File: src/rtl/pong_pkg.sv
// Shared constants for the pong datapath (paddles, ball, score) plus the
// quadrature Gray-position helper used by the encoder decoders.
package pong_pkg;

  localparam int SHEIGHT       = 480;
  localparam int Y_WIDTH       = 11;
  localparam int PADDLE_HEIGHT = 25;
  localparam int STEP          = 8;
  localparam int AUTO_STEP     = 1;

  // Position of an {a,b} phase pair along the sequence 00 -> 01 -> 11 -> 10.
  // The difference of two positions (mod 4) gives +1, -1 or an illegal jump.
  function automatic logic [1:0] gray_pos(input logic [1:0] ab);
    case (ab)
      2'b00:   return 2'd0;
      2'b01:   return 2'd1;
      2'b11:   return 2'd2;
      default: return 2'd3;
    endcase
  endfunction

endpackage

File: src/rtl/quad_decoder.sv
// One quadrature channel: 2-flop synchronizer on the raw phases, a
// previous-state register, and combinational Gray decode of the pair.
module quad_decoder
  import pong_pkg::*;
(
  input  logic clk,
  input  logic reset,
  input  logic a,
  input  logic b,
  output logic step_valid,
  output logic step_dir,
  output logic illegal
);

  logic [1:0] sync1;
  logic [1:0] sync2;
  logic [1:0] prev;
  logic [1:0] pos_diff;

  // Synchronize the asynchronous phases and remember the last synchronized pair.
  always_ff @(posedge clk) begin
    if (reset) begin
      sync1 <= 2'b00;
      sync2 <= 2'b00;
      prev  <= 2'b00;
    end else begin
      sync1 <= {a, b};
      sync2 <= sync1;
      prev  <= sync2;
    end
  end

  // Diff of 1 is a forward step, 3 a backward step, 2 means both phases flipped.
  always_comb begin
    pos_diff   = gray_pos(sync2) - gray_pos(prev);
    step_valid = (pos_diff == 2'd1) || (pos_diff == 2'd3);
    step_dir   = (pos_diff == 2'd1);
    illegal    = (pos_diff == 2'd2);
  end

endmodule

File: src/rtl/paddle_ctrl.sv
// Paddle position controller: per channel, a quadrature encoder moves the
// paddle in manual mode, or the paddle tracks ball_y once per frame in
// autopilot. Positions are clamped to keep the whole paddle on screen.
module paddle_ctrl #(
  parameter int NUM_PADDLES   = 2,
  parameter int Y_WIDTH       = pong_pkg::Y_WIDTH,
  parameter int SHEIGHT       = pong_pkg::SHEIGHT,
  parameter int PADDLE_HEIGHT = pong_pkg::PADDLE_HEIGHT,
  parameter int STEP          = pong_pkg::STEP,
  parameter int AUTO_STEP     = pong_pkg::AUTO_STEP
) (
  input  logic                           clk,
  input  logic                           reset,
  input  logic [NUM_PADDLES-1:0]         quad_a,
  input  logic [NUM_PADDLES-1:0]         quad_b,
  input  logic [NUM_PADDLES-1:0]         auto_en,
  input  logic                           frame_tick,
  input  logic [Y_WIDTH-1:0]             ball_y,
  output logic [NUM_PADDLES*Y_WIDTH-1:0] paddle_y,
  output logic [NUM_PADDLES-1:0]         moved,
  output logic [NUM_PADDLES*8-1:0]       err_cnt
);

  // Bounds are held one bit wider than a coordinate so y - step cannot wrap.
  localparam logic [Y_WIDTH:0]   Y_MIN_W   = (Y_WIDTH+1)'(PADDLE_HEIGHT);
  localparam logic [Y_WIDTH:0]   Y_MAX_W   = (Y_WIDTH+1)'(SHEIGHT - 1 - PADDLE_HEIGHT);
  localparam logic [Y_WIDTH:0]   STEP_W    = (Y_WIDTH+1)'(STEP);
  localparam logic [Y_WIDTH:0]   AUTO_W    = (Y_WIDTH+1)'(AUTO_STEP);
  localparam logic [Y_WIDTH-1:0] Y_RESET   = Y_WIDTH'(SHEIGHT / 2);

  function automatic logic [Y_WIDTH-1:0] move_up(input logic [Y_WIDTH-1:0] y,
                                                 input logic [Y_WIDTH:0]   amt);
    logic [Y_WIDTH:0] sum;
    sum = {1'b0, y} + amt;
    return (sum > Y_MAX_W) ? Y_MAX_W[Y_WIDTH-1:0] : sum[Y_WIDTH-1:0];
  endfunction

  function automatic logic [Y_WIDTH-1:0] move_dn(input logic [Y_WIDTH-1:0] y,
                                                 input logic [Y_WIDTH:0]   amt);
    logic [Y_WIDTH:0] diff;
    diff = {1'b0, y} - amt;
    return ({1'b0, y} < (Y_MIN_W + amt)) ? Y_MIN_W[Y_WIDTH-1:0] : diff[Y_WIDTH-1:0];
  endfunction

  for (genvar i = 0; i < NUM_PADDLES; i++) begin : g_ch
    logic               step_valid;
    logic               step_dir;
    logic               illegal;
    logic [Y_WIDTH-1:0] y_q;
    logic [Y_WIDTH-1:0] y_nxt;
    logic               moved_q;
    logic [7:0]         err_q;

    quad_decoder u_dec (
      .clk        (clk),
      .reset      (reset),
      .a          (quad_a[i]),
      .b          (quad_b[i]),
      .step_valid (step_valid),
      .step_dir   (step_dir),
      .illegal    (illegal)
    );

    // Next position: autopilot acts on frame_tick only, manual on encoder steps.
    always_comb begin
      y_nxt = y_q;
      if (auto_en[i]) begin
        if (frame_tick) begin
          if (y_q < ball_y)      y_nxt = move_up(y_q, AUTO_W);
          else if (y_q > ball_y) y_nxt = move_dn(y_q, AUTO_W);
        end
      end else if (step_valid) begin
        y_nxt = step_dir ? move_up(y_q, STEP_W) : move_dn(y_q, STEP_W);
      end
    end

    // Register position, change pulse and saturating illegal-transition count.
    always_ff @(posedge clk) begin
      if (reset) begin
        y_q     <= Y_RESET;
        moved_q <= 1'b0;
        err_q   <= 8'd0;
      end else begin
        y_q     <= y_nxt;
        moved_q <= (y_nxt != y_q);
        if (illegal && (err_q != 8'hFF)) err_q <= err_q + 8'd1;
      end
    end

    assign paddle_y[i*Y_WIDTH +: Y_WIDTH] = y_q;
    assign moved[i]                       = moved_q;
    assign err_cnt[i*8 +: 8]              = err_q;
  end

endmodule

File: config.mk
export PLATFORM = sky130hd
export DESIGN_NAME = paddle_ctrl
export DESIGN_NICKNAME = d
export VERILOG_FILES = /design/src/rtl/pong_pkg.sv /design/src/rtl/quad_decoder.sv /design/src/rtl/paddle_ctrl.sv
export SDC_FILE = /design/constraint.sdc
export NUM_CORES = 1
export LEC_CHECK = 0
export BUFFER_PORTS_ARGS = -buffer_cell sky130_fd_sc_hd__buf_2
export CAP_MARGIN = 10
export CORE_ASPECT_RATIO = 0.8
export CORE_MARGIN = 2
export CORE_UTILIZATION = 41
export CTS_BUF_LIST = sky130_fd_sc_hd__clkbuf_2 sky130_fd_sc_hd__clkbuf_4 sky130_fd_sc_hd__clkbuf_8
export DETAILED_ROUTE_END_ITERATION = 7
export MAX_ROUTING_LAYER = met4
export PLACE_DENSITY = 0.64
export SLEW_MARGIN = 20
export SYNTH_ARGS = -nofsm -noshare
export SYNTH_HDL_FRONTEND = slang
export SYNTH_SLANG_ARGS = --single-unit
File: constraint.sdc
create_clock -name clk -period 4.7 [get_ports clk]
set_input_delay 1.175 -clock clk [delete_from_list [all_inputs] [get_ports clk]]
set_output_delay 1.175 -clock clk [all_outputs]
set_load 0.01 [all_outputs]
* After elaboration in Yosys (flattened, before gate mapping)
Cells that the tools add are included.
** Operators by class
- Add/sub/neg operators :: 12
- Reductions and logical operators :: 8
- Magnitude comparators :: 12
- Muxes and demuxes :: 24
- Eq/ne operators :: 18
** Operators with widths (count)
- $mux 11 :: 20
- $gt 12x9->1 const B :: 4
- $add 11x1->12 const B :: 2
- $add 11x4->12 const B :: 2
- $pmux 2 s3 :: 4
- $gt 11x11->1 :: 2
- $lt 11x11->1 :: 2
- $lt 11x5->1 const B :: 2
- $lt 11x6->1 const B :: 2
- $ne 11x11->1 :: 2
- $sub 11x1->11 const B :: 2
- $sub 11x4->11 const B :: 2
- $add 8x1->8 const B :: 2
- $eq 2x2->1 const B :: 8
- $ne 8x8->1 const B :: 2
- $eq 2x1->1 const B :: 6
- $logic_not 2->1 :: 4
- $sub 2x2->2 :: 2
- $logic_and 1x1->1 :: 2
- $logic_or 1x1->1 :: 2
** Word-level totals
- Output and inout bits :: 40
- Register bits after elaboration :: 52
- Logic and storage cells :: 86
- Input port bits :: 20

* Logic depth before layout (Yosys ltp)
- Depth after elaboration :: 8
- Mapped depth :: 13

* Modules after synthesis
A second synthesis with hierarchy kept.
** Unflattened totals
- Cell total of the unflattened synthesis :: 900
- Area total of the unflattened synthesis :: 6414.9 um2
** Modules (own cells, without submodules)
- paddle_ctrl :: cells each 848, instances 1, area an instance 5864.4 um2
- quad_decoder :: cells each 26, instances 2, area an instance 275.3 um2

* Worst setup path after synthesis
Ideal clock, no wire load.
- Path type :: input to register
- Start point :: input ball_y[7]
- End point :: register g_ch[0].moved_q
- Setup slack :: 1.007 ns
- Cell stages on the path :: 11
- Buffers on the path :: 1
- Data arrival time :: 3.553 ns
- Data required time :: 4.560 ns
- Cell sequence :: inv_1 ha_1 and3_1 a221o_1 o21a_1 nor2_1 clkbuf_1 a41oi_1 nor3b_1 a2111oi_0 a41oi_1
** On the way
- Cells in the longest elaborated chain, start to end :: 6
** RTL lines
- from (decl) :: line paddle_ctrl.sv:18 : input logic [Y_WIDTH-1:0] ball_y,
- $gt 11x11->1 :: line paddle_ctrl.sv:70 : else if (y_q > ball_y) y_nxt = move_dn(y_q, AUTO_W);
- $mux 11 :: line paddle_ctrl.sv:70
- $mux 11 * :: line paddle_ctrl.sv:69 : if (y_q < ball_y) y_nxt = move_up(y_q, AUTO_W);
- $mux 11 * :: line paddle_ctrl.sv:68 : if (frame_tick) begin
- $mux 11 * :: line paddle_ctrl.sv:67 : if (auto_en[i]) begin
- $ne 11x11->1 * :: line paddle_ctrl.sv:85 : moved_q <= (y_nxt != y_q);
- to (signal assigned) :: line paddle_ctrl.sv:85
- to (decl) :: line paddle_ctrl.sv:51 : logic moved_q;
Mark *: on every way between the ends. The rest lies on a longest branch, timed or not.
A chain may end at the register's enable or synchronous reset.

* Worst setup path after layout
- Start point :: input ball_y[4]
- End point :: register g_ch[1].moved_q
** On the way
- Cells in the longest elaborated chain, start to end :: 6
** RTL lines (line)
- $gt 11x11->1 :: paddle_ctrl.sv:70
- $mux 11 :: paddle_ctrl.sv:70
- $mux 11 * :: paddle_ctrl.sv:69
- $mux 11 * :: paddle_ctrl.sv:68
- $mux 11 * :: paddle_ctrl.sv:67
- $ne 11x11->1 * :: paddle_ctrl.sv:85
- to (signal assigned) :: paddle_ctrl.sv:85
- to (decl) :: paddle_ctrl.sv:51
Marked as above.

==> flow_metrics.env <==
export IMPL_outcome="complete, no violations"
export IMPL_timing_slew_headroom_pct=32.9
export IMPL_final_common_cell="nor2_1"
export IMPL_grt_pass1_wl_um=32900
export IMPL_rsz0062_at_grt="false"
export IMPL_routed_wl_um=20700
export IMPL_finalSetupViolations=0
export IMPL_async_flop_share_pct=0
export IMPL_clockRootBuffer="clkbuf_8"
export IMPL_path_max_fanout=10
export IMPL_start_util_pct=42.0
export IMPL_tns_ns=0
export IMPL_dpl_hpwl_um=15100
export IMPL_synth_cells=844
export IMPL_ys_flop_type="dfxtp_1"
export IMPL_design_core_area_um2=14300
export IMPL_fin_cells=1054
export IMPL_worst_pin_slew_ns=1.01
export IMPL_gp_congestion=1.04
export IMPL_crit_arrival_ns=4.01
export IMPL_cp_startpoint="ball_y[4]"
export IMPL_fin_nets=935
export IMPL_finClkSkew_ns=0.0132
export IMPL_syn_area_um2=6010
export IMPL_io_buffers=59
export IMPL_crit_type="input pin to register"
export IMPL_worst_path_largest_cell_delay_ns=0.61
export IMPL_synth_seq_area_share_pct=17.3
export IMPL_cp_cell_sequence="buf_2 > inv_1 > ha_1 > a21oi_1 > o21ai_0 > a2111o_1 > nor2_1 > nand2_1 > o311ai_0 > o221a_2 > and4_1 > a41oi_1"
export IMPL_synthAdderAreaFrac_pct=9.58
export IMPL_end_kind="register"
export IMPL_worstSkewPairLatency_ns=0.33
export IMPL_synth_edf_count=0
export IMPL_slew_violations=0
export IMPL_ctsHoldBuffers=0
export IMPL_cts_tree="yes"
export IMPL_period_needed_ns=3.85
export IMPL_dr_pass1_iters=7
export IMPL_postCtsResizedCells=0
export IMPL_grt_pass1_vias=6040
export IMPL_via_per_inst=6.46
export IMPL_synth_xor_area_share_pct=5.97
export IMPL_required_ns=4.87
export IMPL_cts_setup_buffers=0
export IMPL_drtAntennaViolNets=0
export IMPL_min_from="g_ch[1].u_dec.sync1[0]$_SDFF_PP0_"
export IMPL_drive_gt1_share_pct=13.8
export IMPL_num_vias=6811
export IMPL_reg2reg_from="g_ch[1].y_q[8]$_SDFF_PP0_"
export IMPL_maxCapViolations=0
export IMPL_hold_viol_final=0
export IMPL_yosys_warnings=0
export IMPL_grt_max_degree=52
export IMPL_die_h_um=112
export IMPL_grt_overflow=0
export IMPL_cp_start_kind="input pin"
export IMPL_die_area_um2=15700
export IMPL_synth_mux_area_share_pct=1.85
export IMPL_synth_compound_area_share_pct=28.8
export IMPL_irDropWorstVdd_v=0.000147
export IMPL_path_clk_slew_ns=0.12
export IMPL_cts_buffers_inserted=5
export IMPL_wire_per_inst_um=19.7
export IMPL_synth_seq_cells=52
export IMPL_placementRows=39
export IMPL_crit_slowest_cell="a2111o_1"
export IMPL_hold_class="register to register"
export IMPL_pin_count=60
export IMPL_clockBufferDepth=2
export IMPL_ys_types=80
export IMPL_gr_usage_all_layers_pct=26.5
export IMPL_antenna_cells=0
export IMPL_clock_sinks=52
export IMPL_synth_top_family_by_area="simple AND/OR/NAND/NOR gates"
export IMPL_synth_net_count=910
export IMPL_fmax_mhz=260
export IMPL_p_leak_nw=2.66
export IMPL_yosys_area_share_simple_pct=29.3
export IMPL_dp_cells=1046
export IMPL_cts_max_level=2
export IMPL_syn_avg_cell_area_um2=7.12
export IMPL_finalCritPeriodShare_pct=81.8
export IMPL_antenna_found_initial=0
export IMPL_most_common_layout_cells="nor2_1 (86), o21ai_0 (67), nand2_1 (66), buf_2 (59), a21oi_1 (56)"
export IMPL_cellPowerDensity_nw_per_um2=234
export IMPL_fp_dieW_um=139
export IMPL_synthToLayoutAreaGrowth_pct=8.91
export IMPL_whs_ns=0.448
export IMPL_drtIter0Drc=921
export IMPL_drc=0
-- per-layer routing --
metal | GRT usage (%) | wire [um] | part of all wire (%)
met2 | 34.7 | 8010 | 39
met5 | - | 0 | 0
met4 | 5.86 | 380 | 1.8
met1 | 38.8 | 9430 | 46
met3 | 9.04 | 2910 | 14
-- path summary, 6_finish.rpt --
kind                                             to  slack, ns  cells past startpoint
setup / recovery         g_ch[1].moved_q$_SDFF_PP0_       0.85                     12
hold / removal    g_ch[1].u_dec.sync2[0]$_SDFF_PP0_       0.45                      1
setup reg to reg         g_ch[1].moved_q$_SDFF_PP0_       1.02                     10
hold reg to reg   g_ch[1].u_dec.sync2[0]$_SDFF_PP0_       0.45                      1
-- synth_stat cells, types with 7 or more instances --
library cell,instances,share of area (%)
a211oi_1,14,1.7
xnor2_1,19,2.8
a21oi_1,56,4.7
o21ai_0,67,5.6
o22ai_1,8,0.83
or3_1,8,0.83
and3_1,15,1.6
nand4_1,14,1.5
nor2b_1,16,1.7
nor4_1,10,1.0
ha_1,46,9.6
a221oi_1,7,1.0
xor2_1,14,2.0
buf_2,15,1.2
nor3_1,30,2.5
o211ai_1,8,1.0
a31oi_1,8,0.83
a21o_1,8,1.0
or2_2,10,1.0
nand3_1,36,3.0
nand2_1,66,4.1
mux2i_1,10,1.7
and4_1,9,1.3
inv_1,36,2.2
o31ai_1,7,0.87
nor2_1,86,5.4
dfxtp_1,52,17
clkbuf_1,45,2.8
-- flip-flops by register name, indices dropped and copies added (netlist names) --
name              cells
g_ch.moved_q          2
g_ch.u_dec.sync2      4
g_ch.err_q           16
g_ch.u_dec.sync1      4
g_ch.y_q             22
g_ch.u_dec.prev       4
-- cell families after synthesis --
logic type,count (synthesis)
flip-flops,52
adder cells (fa/ha/maj),46
multiplexers,11
buffers and inverters,104
XOR/XNOR,36
AND/OR/NAND/NOR,339
AO/OA/AOI/OAI,256
-- area by class of cell --
| class | instances | area, um^2 |
|---|---|---|
| clock buffers | 5 | 68.8 |
| clock inverters | 3 | 33.8 |
| fillers | 1472 | 7750 |
| inverters | 37 | 139 |
| multi-input cells | 688 | 4540 |
| flip-flops and latches | 52 | 1040 |
| well taps | 184 | 230 |
| repair buffers | 85 | 490 |
-- worst max-delay path: cells and delay by family --
family | cells | cell delay (ns)
AOI/OAI and AO/OA | 6 | 1.71
adders and majority gates | 1 | 0.32
buffers and inverters | 2 | 0.13
and+or+nand+nor | 3 | 0.68
-- stage by stage --
| stage | worst slack [ns] | instance area (um^2) | power (mW) | utilization (%) |
|---|---|---|---|---|
| 3_3_place_gp | 0.656 | 6440 | 1.23 | 45.1 |
| 5_1_grt | 0.650 | 6550 | 1.62 | 45.8 |
| 6_report | 0.854 | 6550 | 1.53 | 45.8 |
| 2_1_floorplan | 1.01 | 6010 | 1.01 | - |
| 4_1_cts | 0.906 | 6550 | 1.51 | 45.8 |
| 3_5_place_dp | 0.568 | 6440 | 1.22 | 45.1 |
-- power breakdown --
part / total, mW / leakage (nW) / switching (mW) / internal [mW]
combinational: 0.718 / 2.18 / 0.453 / 0.265
sequential: 0.521 / 0.426 / 0.0539 / 0.467
clock: 0.292 / 0.0515 / 0.179 / 0.113
total: 1.53 / 2.66 / 0.686 / 0.845
Power figures use the tool's default switching activity.
